--- config.mk ---
export PLATFORM = sky130hd
export DESIGN_NAME = vga_fb_arbiter
export DESIGN_NICKNAME = d
export VERILOG_FILES = /design/src/rtl/vga_pkg.sv /design/src/rtl/vga_sync_delay.sv /design/src/rtl/vga_fb_arbiter.sv
export SDC_FILE = /design/constraint.sdc
export NUM_CORES = 1
export LEC_CHECK = 0
export ABC_AREA = 1
export CAP_MARGIN = 10
export CORE_MARGIN = 5
export CORE_UTILIZATION = 45
export DETAILED_ROUTE_END_ITERATION = 8
export GPL_TIMING_DRIVEN = 0
export PLACE_DENSITY = 0.88
export SLEW_MARGIN = 20
export SYNTH_ARGS = -nofsm -noshare
export SYNTH_HDL_FRONTEND = slang
export SYNTH_SLANG_ARGS = --single-unit
--- constraint.sdc ---
create_clock -name i_clk -period 2.1 [get_ports i_clk]
set_input_delay 0.21 -clock i_clk [delete_from_list [all_inputs] [get_ports i_clk]]
set_output_delay 0.21 -clock i_clk [all_outputs]
set_load 0.01 [all_outputs]
--- src/rtl/vga_pkg.sv ---
// Shared definitions for the VGA frame-buffer arbiter slice.
//   H_DISP_DEF / V_DISP_DEF : default active resolution (320x240)
//   FB_DEPTH                : number of pixels held in the frame buffer
//   PIX_W                   : pixel width (RGB444)
//   FB_ADDR_W               : minimum address width covering FB_DEPTH
//   gnt_state_t             : frame-buffer port owner for the current cycle
`timescale 1ns/1ps
package vga_pkg;

  localparam int H_DISP_DEF = 320;
  localparam int V_DISP_DEF = 240;
  localparam int FB_DEPTH   = H_DISP_DEF * V_DISP_DEF;
  localparam int PIX_W      = 12;
  localparam int FB_ADDR_W  = $clog2(FB_DEPTH);

  typedef enum logic [1:0] {
    GNT_IDLE = 2'd0,
    GNT_DISP = 2'd1,
    GNT_WR   = 2'd2
  } gnt_state_t;

endpackage

--- src/rtl/vga_sync_delay.sv ---
// Fixed-depth shift register used to carry timing flags alongside the
// frame-buffer read pipeline.
//   i_clk   : clock
//   i_rstn  : asynchronous active-low reset; every stage loads RST_VAL
//   i_din   : WIDTH-bit input word
//   o_dout  : i_din delayed by DEPTH cycles
`timescale 1ns/1ps
module vga_sync_delay #(
  parameter int                DEPTH   = 2,
  parameter int                WIDTH   = 3,
  parameter logic [WIDTH-1:0]  RST_VAL = '0
) (
  input  logic             i_clk,
  input  logic             i_rstn,
  input  logic [WIDTH-1:0] i_din,
  output logic [WIDTH-1:0] o_dout
);

  logic [WIDTH-1:0] stage_reg [DEPTH];

  always_ff @(posedge i_clk or negedge i_rstn) begin
    if (!i_rstn) begin
      for (int i = 0; i < DEPTH; i++) begin
        stage_reg[i] <= RST_VAL;
      end
    end else begin
      stage_reg[0] <= i_din;
      for (int i = 1; i < DEPTH; i++) begin
        stage_reg[i] <= stage_reg[i-1];
      end
    end
  end

  assign o_dout = stage_reg[DEPTH-1];

endmodule

--- src/rtl/vga_fb_arbiter.sv ---
// Arbitrates a single-port frame-buffer RAM between the VGA display read
// path and a valid/ready pixel writer. Display reads own the port during
// active video; writes are granted on blanking cycles. Timing flags are
// delayed to line up with the returned pixel data.
//   i_clk, i_rstn          : pixel clock, asynchronous active-low reset
//   i_x, i_y               : timing-generator counters
//   i_video/hsync/vsync    : timing-generator flags (syncs active-low)
//   i_wr_valid/addr/data   : writer request; o_wr_ready accepts it
//   o_mem_addr/we/wdata    : registered RAM port
//   i_mem_rdata            : RAM read data, RD_LAT cycles after the address
//   o_pixel                : pixel to the DAC, 0 outside active video
//   o_video/hsync/vsync    : flags delayed by RD_LAT+2 cycles
//   o_oob_cnt              : saturating count of accepted out-of-range writes
`timescale 1ns/1ps
module vga_fb_arbiter
  import vga_pkg::*;
#(
  parameter int H_DISP = H_DISP_DEF,
  parameter int V_DISP = V_DISP_DEF,
  parameter int ADDR_W = FB_ADDR_W,
  parameter int DATA_W = PIX_W,
  parameter int RD_LAT = 1
) (
  input  logic              i_clk,
  input  logic              i_rstn,
  input  logic [9:0]        i_x,
  input  logic [9:0]        i_y,
  input  logic              i_video,
  input  logic              i_hsync,
  input  logic              i_vsync,
  input  logic              i_wr_valid,
  input  logic [ADDR_W-1:0] i_wr_addr,
  input  logic [DATA_W-1:0] i_wr_data,
  output logic              o_wr_ready,
  output logic [ADDR_W-1:0] o_mem_addr,
  output logic              o_mem_we,
  output logic [DATA_W-1:0] o_mem_wdata,
  input  logic [DATA_W-1:0] i_mem_rdata,
  output logic [DATA_W-1:0] o_pixel,
  output logic              o_video,
  output logic              o_hsync,
  output logic              o_vsync,
  output logic [15:0]       o_oob_cnt
);

  // End-to-end latency: address register, RD_LAT of RAM, output register.
  localparam int          LAT      = RD_LAT + 2;
  localparam logic [31:0] DEPTH_U  = 32'(H_DISP * V_DISP);

  gnt_state_t        gnt_reg;
  logic [ADDR_W-1:0] disp_addr;
  logic              wr_in_range;
  logic [RD_LAT-1:0] rd_vld_reg;
  logic [2:0]        sync_dly;

  // y*H_DISP + x at 20 bits, truncated to the RAM address width.
  // H_DISP is constant, so this folds to shifts and adds.
  assign disp_addr   = ADDR_W'(20'(i_y) * 20'(H_DISP) + 20'(i_x));
  assign wr_in_range = {{(32-ADDR_W){1'b0}}, i_wr_addr} < DEPTH_U;

  // Writer may only proceed during blanking, and never while in reset.
  assign o_wr_ready = i_rstn & ~i_video;

  // Grant FSM with registered RAM-port outputs. Display wins outright
  // whenever i_video is high; there is no bubble on the video->blank edge.
  always_ff @(posedge i_clk or negedge i_rstn) begin
    if (!i_rstn) begin
      gnt_reg     <= GNT_IDLE;
      o_mem_addr  <= '0;
      o_mem_we    <= 1'b0;
      o_mem_wdata <= '0;
      o_oob_cnt   <= '0;
    end else if (i_video) begin
      gnt_reg    <= GNT_DISP;
      o_mem_addr <= disp_addr;
      o_mem_we   <= 1'b0;
    end else if (i_wr_valid) begin
      gnt_reg     <= GNT_WR;
      o_mem_addr  <= i_wr_addr;
      o_mem_wdata <= i_wr_data;
      // Out-of-range writes still complete the handshake so the writer
      // cannot lock up; they are dropped and counted instead.
      o_mem_we    <= wr_in_range;
      if (!wr_in_range && (o_oob_cnt != 16'hFFFF)) begin
        o_oob_cnt <= o_oob_cnt + 16'd1;
      end
    end else begin
      gnt_reg  <= GNT_IDLE;
      o_mem_we <= 1'b0;
    end
  end

  // Tracks which RAM accesses were display reads, aligned with the cycle
  // their data is present on i_mem_rdata.
  always_ff @(posedge i_clk or negedge i_rstn) begin
    if (!i_rstn) begin
      rd_vld_reg <= '0;
    end else begin
      rd_vld_reg[0] <= (gnt_reg == GNT_DISP);
      for (int i = 1; i < RD_LAT; i++) begin
        rd_vld_reg[i] <= rd_vld_reg[i-1];
      end
    end
  end

  // First LAT-1 stages of the flag pipeline; the last stage is registered
  // together with o_pixel so that all DAC-side outputs change on one edge.
  vga_sync_delay #(
    .DEPTH   (LAT - 1),
    .WIDTH   (3),
    .RST_VAL (3'b011)
  ) u_sync_delay (
    .i_clk  (i_clk),
    .i_rstn (i_rstn),
    .i_din  ({i_video, i_hsync, i_vsync}),
    .o_dout (sync_dly)
  );

  always_ff @(posedge i_clk or negedge i_rstn) begin
    if (!i_rstn) begin
      o_pixel <= '0;
      o_video <= 1'b0;
      o_hsync <= 1'b1;
      o_vsync <= 1'b1;
    end else begin
      o_pixel <= (sync_dly[2] && rd_vld_reg[RD_LAT-1]) ? i_mem_rdata : '0;
      o_video <= sync_dly[2];
      o_hsync <= sync_dly[1];
      o_vsync <= sync_dly[0];
    end
  end

endmodule

==> impl_metrics.csv, run 1 <==
group,metric,value,unit
pwr,power.density,738,mW/mm^2
status,status,"finished, final reports clean",
logic_synthesis,syn_area,0.00366,mm^2
clocking,cts_tree,"done",
final_layout,largest_register_ffs,17,
final_layout,reg_top3,"o_mem_addr (17), o_oob_cnt (16)",
min_path,hp-start,"i_vsync",
setup_path,critPathLaunch,"i_y[3]",
timing,fmax,493,MHz
grt,grt_pass1_wl,16.8,mm
timing,post-route-min-period,2030,ps
pwr,vdd_drop_max,383,uV
clocking,clk_pin_slew,80,ps
logic_synthesis,netlist_instances,451,
min_path,hp-class,"primary input to flip-flop",
timing,setup_tns,0,ps
logic_synthesis,synth_seq_cells,69,
routing,first_pass_iters,4,
routing,route.detailed.drc,0,
timing,worstMarginPinSlew,577,ps
floorplanning,die_h,100,um
timing,period_share,0.965,
setup_path,cp.required,2330,ps
grt,antenna_found_initial,0,
setup_path,arrival,2250,ps
setup_path,rrSetupSlack,320,ps
grt,gr-usage-all-layers,0.207,
logic_synthesis,ys_seq_area_frac,0.474,
clocking,clockRootBuffer,"clkbuf_8",
setup_path,r2r_cells,9,
logic_synthesis,synth_cell_types,32,
grt,grt_overflow,0,
timing,slew_violations,0,
floorplanning,rows,32,
placement,gp_congestion,0.932,
logic_synthesis,yosysTopAreaCell,"dfrtp_1",
setup_path,r2r_end,"o_oob_cnt[12]",
grt,grt_max_degree,51,
final_layout,utilization,0.706,
logic_synthesis,avgSynthCellArea,8.11,um^2
final_layout,drive_above_1_share,0.108,
final_layout,areaGrowthSynthToFinish,50.6,%
setup_path,regToRegStartpoint,"o_oob_cnt[0]",
logic_synthesis,synth_nets,540,
clocking,htreeDepth,3,
logic_synthesis,synthSimpleGateAreaFrac,0.282,
run,maxCapViolCount,0,
placement,place_hpwl,7.76,mm
routing,first_iter_violations,109,
timing,final-hold-violation-count,0,
pwr,leakage,2.65,nW
setup_path,critPathCaptureType,"flip-flop",
logic_synthesis,synth_compound_gate_area_share,0.0582,
final_layout,nFillCells,582,
floorplanning,coreArea,0.00781,mm^2
grt,grt_pass1_vias,3676,
clocking,cts_buffer_depth,2,
logic_synthesis,synthArstFlopShare,1.00,
logic_synthesis,ys_warn_count,0,
clocking,cts.sinks,69,
placement,port_buffers,128,
routing,antenna_left,0,
timing,setup_viol,0,
min_path,hold_depth,1,
timing,finClkSkew,4.69,ps
timing,max_slew_margin,0.614,
clocking,numCtsBuffers,9,
final_layout,antenna_cells,0,
setup_path,path_class,"primary input to flip-flop",
logic_synthesis,yosys.area_share.adder,0.0794,
logic_synthesis,synthFlopType,"dfrtp_1",
setup_path,cp-start-kind,"primary input",
floorplanning,dieArea,0.0100,mm^2
clocking,clock_latency,340,ps
logic_synthesis,synth_xor_area_frac,0.0335,
routing,viasPerCell,5.03,
floorplanning,die_x,100,um
min_path,holdPathEnd,"u_sync_delay.stage_reg[3]",
logic_synthesis,ys_top_cells_by_area,"dfrtp_1, nand2_1, ha_1, inv_1, nand3_1",
setup_path,path_max_fanout,3,
logic_synthesis,synth_edf_count,0,
logic_synthesis,synth_top_family_by_area,"simple AND/OR/NAND/NOR gates",
floorplanning,initial_core_util,0.468,
routing,wire_per_inst,15.0,um
floorplanning,ioPinCount,129,
logic_synthesis,synth_top_area_frac,0.431,
routing,vias,3536,
logic_synthesis,synthMuxAreaShare,0,
routing,wl,10.5,mm
final_layout,top_register,"o_mem_addr",
final_layout,layout.nets,685,
[kinds of logic after synthesis]
kind of cell,Yosys count
AND/OR/NAND/NOR,246
flip-flops,69
AO/OA/AOI/OAI,33
buffers and inverters,67
XOR/XNOR,14
adder cells (fa/ha/maj),22
[metal layers]
metal / global-route usage / vias to the layer above / wire length (um)
li1: - / 1708 / -
met1: 0.240 / 1661 / 4160
met2: 0.377 / 137 / 5480
met3: 0.0347 / 30 / 609
met4: 0.0860 / 0 / 293
met5: 0 / - / 0
[worst max-delay path by stage]
stage | end | slack, ps | depth (start not counted)
2_1_floorplan | o_mem_addr[14] | 110 | 10
3_3_place_gp | o_wr_ready | -1790 | 4
3_5_place_dp | o_mem_addr[16] | -580 | 13
4_1_cts | o_wr_ready | 30 | 6
5_1_grt | o_mem_addr[15] | -30 | 11
6_report | o_mem_addr[16] | 70 | 11
[repair_timing]
item | 4_1_cts | 5_1_grt
gates resized for setup | 10 | 22
setup endpoints to repair | 6 | 5
hold buffers | 2 | 0
buffers inserted | 1 | 1
pin swaps | 3 | 2
hold endpoints to repair | 20 | 0
cloned | 0 | 1
[metrics by stage]
step                area (um^2)  hold WS [ps]  instances  worst slack (ps)  power [mW]
floorplan                  3660         -85.6        451               108        2.16
global placement           5070           346        681             -1790        2.71
CTS                        5370           275        701              30.1        4.02
detailed placement         5090           129        682              -584        2.76
finish                     5510           276        703              72.6        4.07
global route               5510           266        703             -29.6        4.29
[cell usage after synthesis, types with 5 or more instances]
cell type and instances:
nand4_1 5, o211ai_1 5, nor2_1 39, dfrtp_1 63, o21ai_0 12, ha_1 20
nand2_1 155, dfstp_2 6, clkbuf_1 5, xor2_1 7, xnor2_1 7, nand3_1 36
a21oi_1 6, inv_1 56
[worst max-delay path, cell delays in order]
cell	delay, ps
dlygate4sd2_1	260
ha_1	340
ha_4	190
fa_2	610
nand3_4	100
nor2_4	110
nand3_1	120
nor2_1	100
nand3_1	70
nand3_1	70
nand2_1	60
[power breakdown]
part / switching [mW] / internal [mW] / total, mW
logic: 0.588 / 0.617 / 1.21
registers: 0.136 / 1.49 / 1.62
clock network: 0.555 / 0.686 / 1.24
[layout by cell type, fill, tap and decap left out, types with 6 or more instances in the layout]
cell | Yosys | layout
o21ai_0 | 12 | 12
nand3_1 | 36 | 33
xnor2_1 | 7 | 7
xor2_1 | 7 | 7
clkbuf_8 | 0 | 9
dfrtp_1 | 63 | 63
dfstp_2 | 6 | 6
inv_1 | 56 | 55
nand2_1 | 155 | 152
ha_1 | 20 | 12
nor2_1 | 39 | 36
clkdlybuf4s50_1 | 0 | 122
[cell type report]
cell class | instances | area, um^2 | area share
tap | 102 | 128 | 0.0232
sequential | 69 | 1730 | 0.315
clock buffer | 9 | 124 | 0.0225
timing repair buffer | 134 | 1370 | 0.248
multi-input combinational | 315 | 1780 | 0.324
inverter | 58 | 220 | 0.0400
buffer | 9 | 48.8 | 0.00886
clock inverter | 7 | 104 | 0.0189
No activity file was read; power rests on OpenSTA's default activity.
==> run 2, diff against run 1 <==
--- a/config.mk
+++ b/config.mk
@@ -12,6 +12,7 @@
 export DETAILED_ROUTE_END_ITERATION = 8
 export GPL_TIMING_DRIVEN = 0
 export PLACE_DENSITY = 0.88
+export SETUP_SLACK_MARGIN = 0.4
 export SLEW_MARGIN = 20
 export SYNTH_ARGS = -nofsm -noshare
 export SYNTH_HDL_FRONTEND = slang
==> impl_metrics.csv, run 2 (same netlist as run 1, synthesis figures left out) <==
group,metric,value,unit
status,status,"finished with violations",
status,violations,"hold timing",
final_layout,reg_top3,"o_mem_addr (17), o_oob_cnt (16)",
clocking,cts_tree,"done",
grt,grt_max_degree,48,
pwr,clkPwrFrac,0.282,
routing,first_iter_violations,204,
setup_path,cp-start-kind,"primary input",
final_layout,utilization,0.754,
grt,gr-usage-all-layers,0.217,
routing,vias,3686,
final_layout,drive_above_1_share,0.196,
clocking,cts.sinks,69,
final_layout,fin_cells,713,
floorplanning,initial_core_util,0.468,
grt,grt_pass1_wl,17.3,mm
setup_path,cp-endpoint,"o_mem_addr[14]",
final_layout,nFillCells,530,
pwr,p_int,2.88,mW
final_layout,multi_input_area,0.00206,mm^2
routing,wl_met3,1.00,mm
setup_path,arrival,1950,ps
floorplanning,dieArea,0.0100,mm^2
routing,antenna_left,0,
timing,period_share,0.827,
final_layout,largest_register_ffs,17,
clocking,htreeDepth,3,
floorplanning,ioPinCount,129,
timing,final.setup.worst_slack,364,ps
routing,met2_wirelength,6.02,mm
timing,holdWs,-119,ps
setup_path,rrSetupSlack,400,ps
placement,dp_cells,682,
timing,rsz0062_at_grt,"yes",
final_layout,areaGrowthSynthToFinish,60.9,%
clocking,hold_buffers,1,
routing,wl_met1,3.97,mm
floorplanning,rows,32,
setup_path,cp.required,2310,ps
pwr,p_comb_frac,0.336,
clocking,clock_latency,340,ps
pwr,net-switching-power,1.37,mW
setup_path,critPathCaptureType,"flip-flop",
clocking,clockRootBuffer,"clkbuf_8",
timing,setup_viol,0,
min_path,hp-class,"primary input to async pin",
setup_path,critPathLaunch,"i_y[3]",
clocking,cts_buffer_depth,2,
grt,grt_overflow,0,
final_layout,top_register,"o_mem_addr",
floorplanning,coreArea,0.00781,mm^2
setup_path,path_max_fanout,3,
run,maxCapViolCount,0,
routing,first_pass_iters,5,
timing,slew_violations,0,
timing,finClkSkew,9.66,ps
routing,route.detailed.drc,0,
grt,antenna_found_initial,0,
setup_path,regToRegStartpoint,"o_oob_cnt[1]",
routing,wire_per_inst,16.0,um
placement,gp_congestion,1.03,
setup_path,r2r_cells,9,
pwr,leakage,2.84,nW
pwr,vdd_drop_max,606,uV
grt,grt_pass1_vias,3675,
final_layout,final_cell_mix,"nand2_1, clkdlybuf4s50_1, dfrtp_1",
final_layout,final_common_cell,"nand2_1",
routing,wl,11.4,mm
placement,place_hpwl,7.90,mm
setup_path,r2r_end,"o_oob_cnt[3]",
placement,port_buffers,128,
floorplanning,die_x,100,um
final_layout,antenna_cells,0,
timing,fmax,576,MHz
timing,setup_tns,0,ps
timing,worstMarginPinSlew,782,ps
final_layout,ff_latch_area,0.00173,mm^2
pwr,swShare,0.322,
floorplanning,die_h,100,um
routing,top_layer,"met4",
final_layout,layout.nets,695,
pwr,power.density,723,mW/mm^2
clocking,clk_pin_slew,80,ps
setup_path,path_class,"primary input to flip-flop",
timing,max_slew_margin,0.477,
clocking,numCtsBuffers,9,
pwr,p_seq_frac,0.383,
timing,final-hold-violation-count,52,
pwr,finalPower,4.25,mW
timing,post-route-min-period,1740,ps
routing,viasPerCell,5.17,
placement,pre_cts_ws,-454,ps
-- run 2: per-layer routing --
layer  vias up  GRT usage
met5         -          0
met4         0     0.0622
met2       181      0.399
li1       1732          -
met1      1724      0.234
met3        49     0.0785
-- run 2: cell type report --
type | instances | area share
multi-input combinational | 315 | 0.351
timing repair buffer | 144 | 0.246
buffer | 9 | 0.0115
inverter | 58 | 0.0381
clock buffer | 9 | 0.0211
sequential | 69 | 0.295
tap | 102 | 0.0217
clock inverter | 7 | 0.0166
-- run 2: what timing repair did --
action	4_1_cts	5_1_grt
gates resized for setup	51	61
pin swaps	13	28
endpoints found under the setup margin	33	22
hold endpoints to repair	17	52
cloned	0	1
buffers inserted	5	8
-- run 2: worst min-delay path by stage --
stage,endpoint,depth (start not counted)
finish,o_vsync,1
global route,o_hsync,1
CTS,u_sync_delay.stage_reg[3],1
detailed placement,o_oob_cnt[5],1
global placement,o_vsync,0
floorplan,gnt_reg[0],0
-- run 2: worst max-delay path: stages --
cell      delay (ps)
buf_8            100
ha_4             230
ha_4             160
fa_2             580
nand3_4          100
nor2_4           130
nand2_2           70
nor2_2           140
nand2_1           70
nand3_1           70
o211ai_1          90
-- run 2: stage by stage --
stage / hold WS [ps] / cell area, um^2
2_1_floorplan: -85.6 / 3720
3_3_place_gp: 346 / 5130
3_5_place_dp: 132 / 5160
4_1_cts: -123 / 5600
5_1_grt: -125 / 5880
6_report: -119 / 5880
-- run 2: power by group through the flow --
stage          clock (mW)  combinational, mW  sequential [mW]
2_1_floorplan           0              0.496             1.69
3_3_place_gp            0               1.11             1.64
3_5_place_dp            0               1.15             1.65
4_1_cts              1.21               1.29             1.61
5_1_grt              1.26               1.55             1.65
6_report             1.20               1.43             1.63
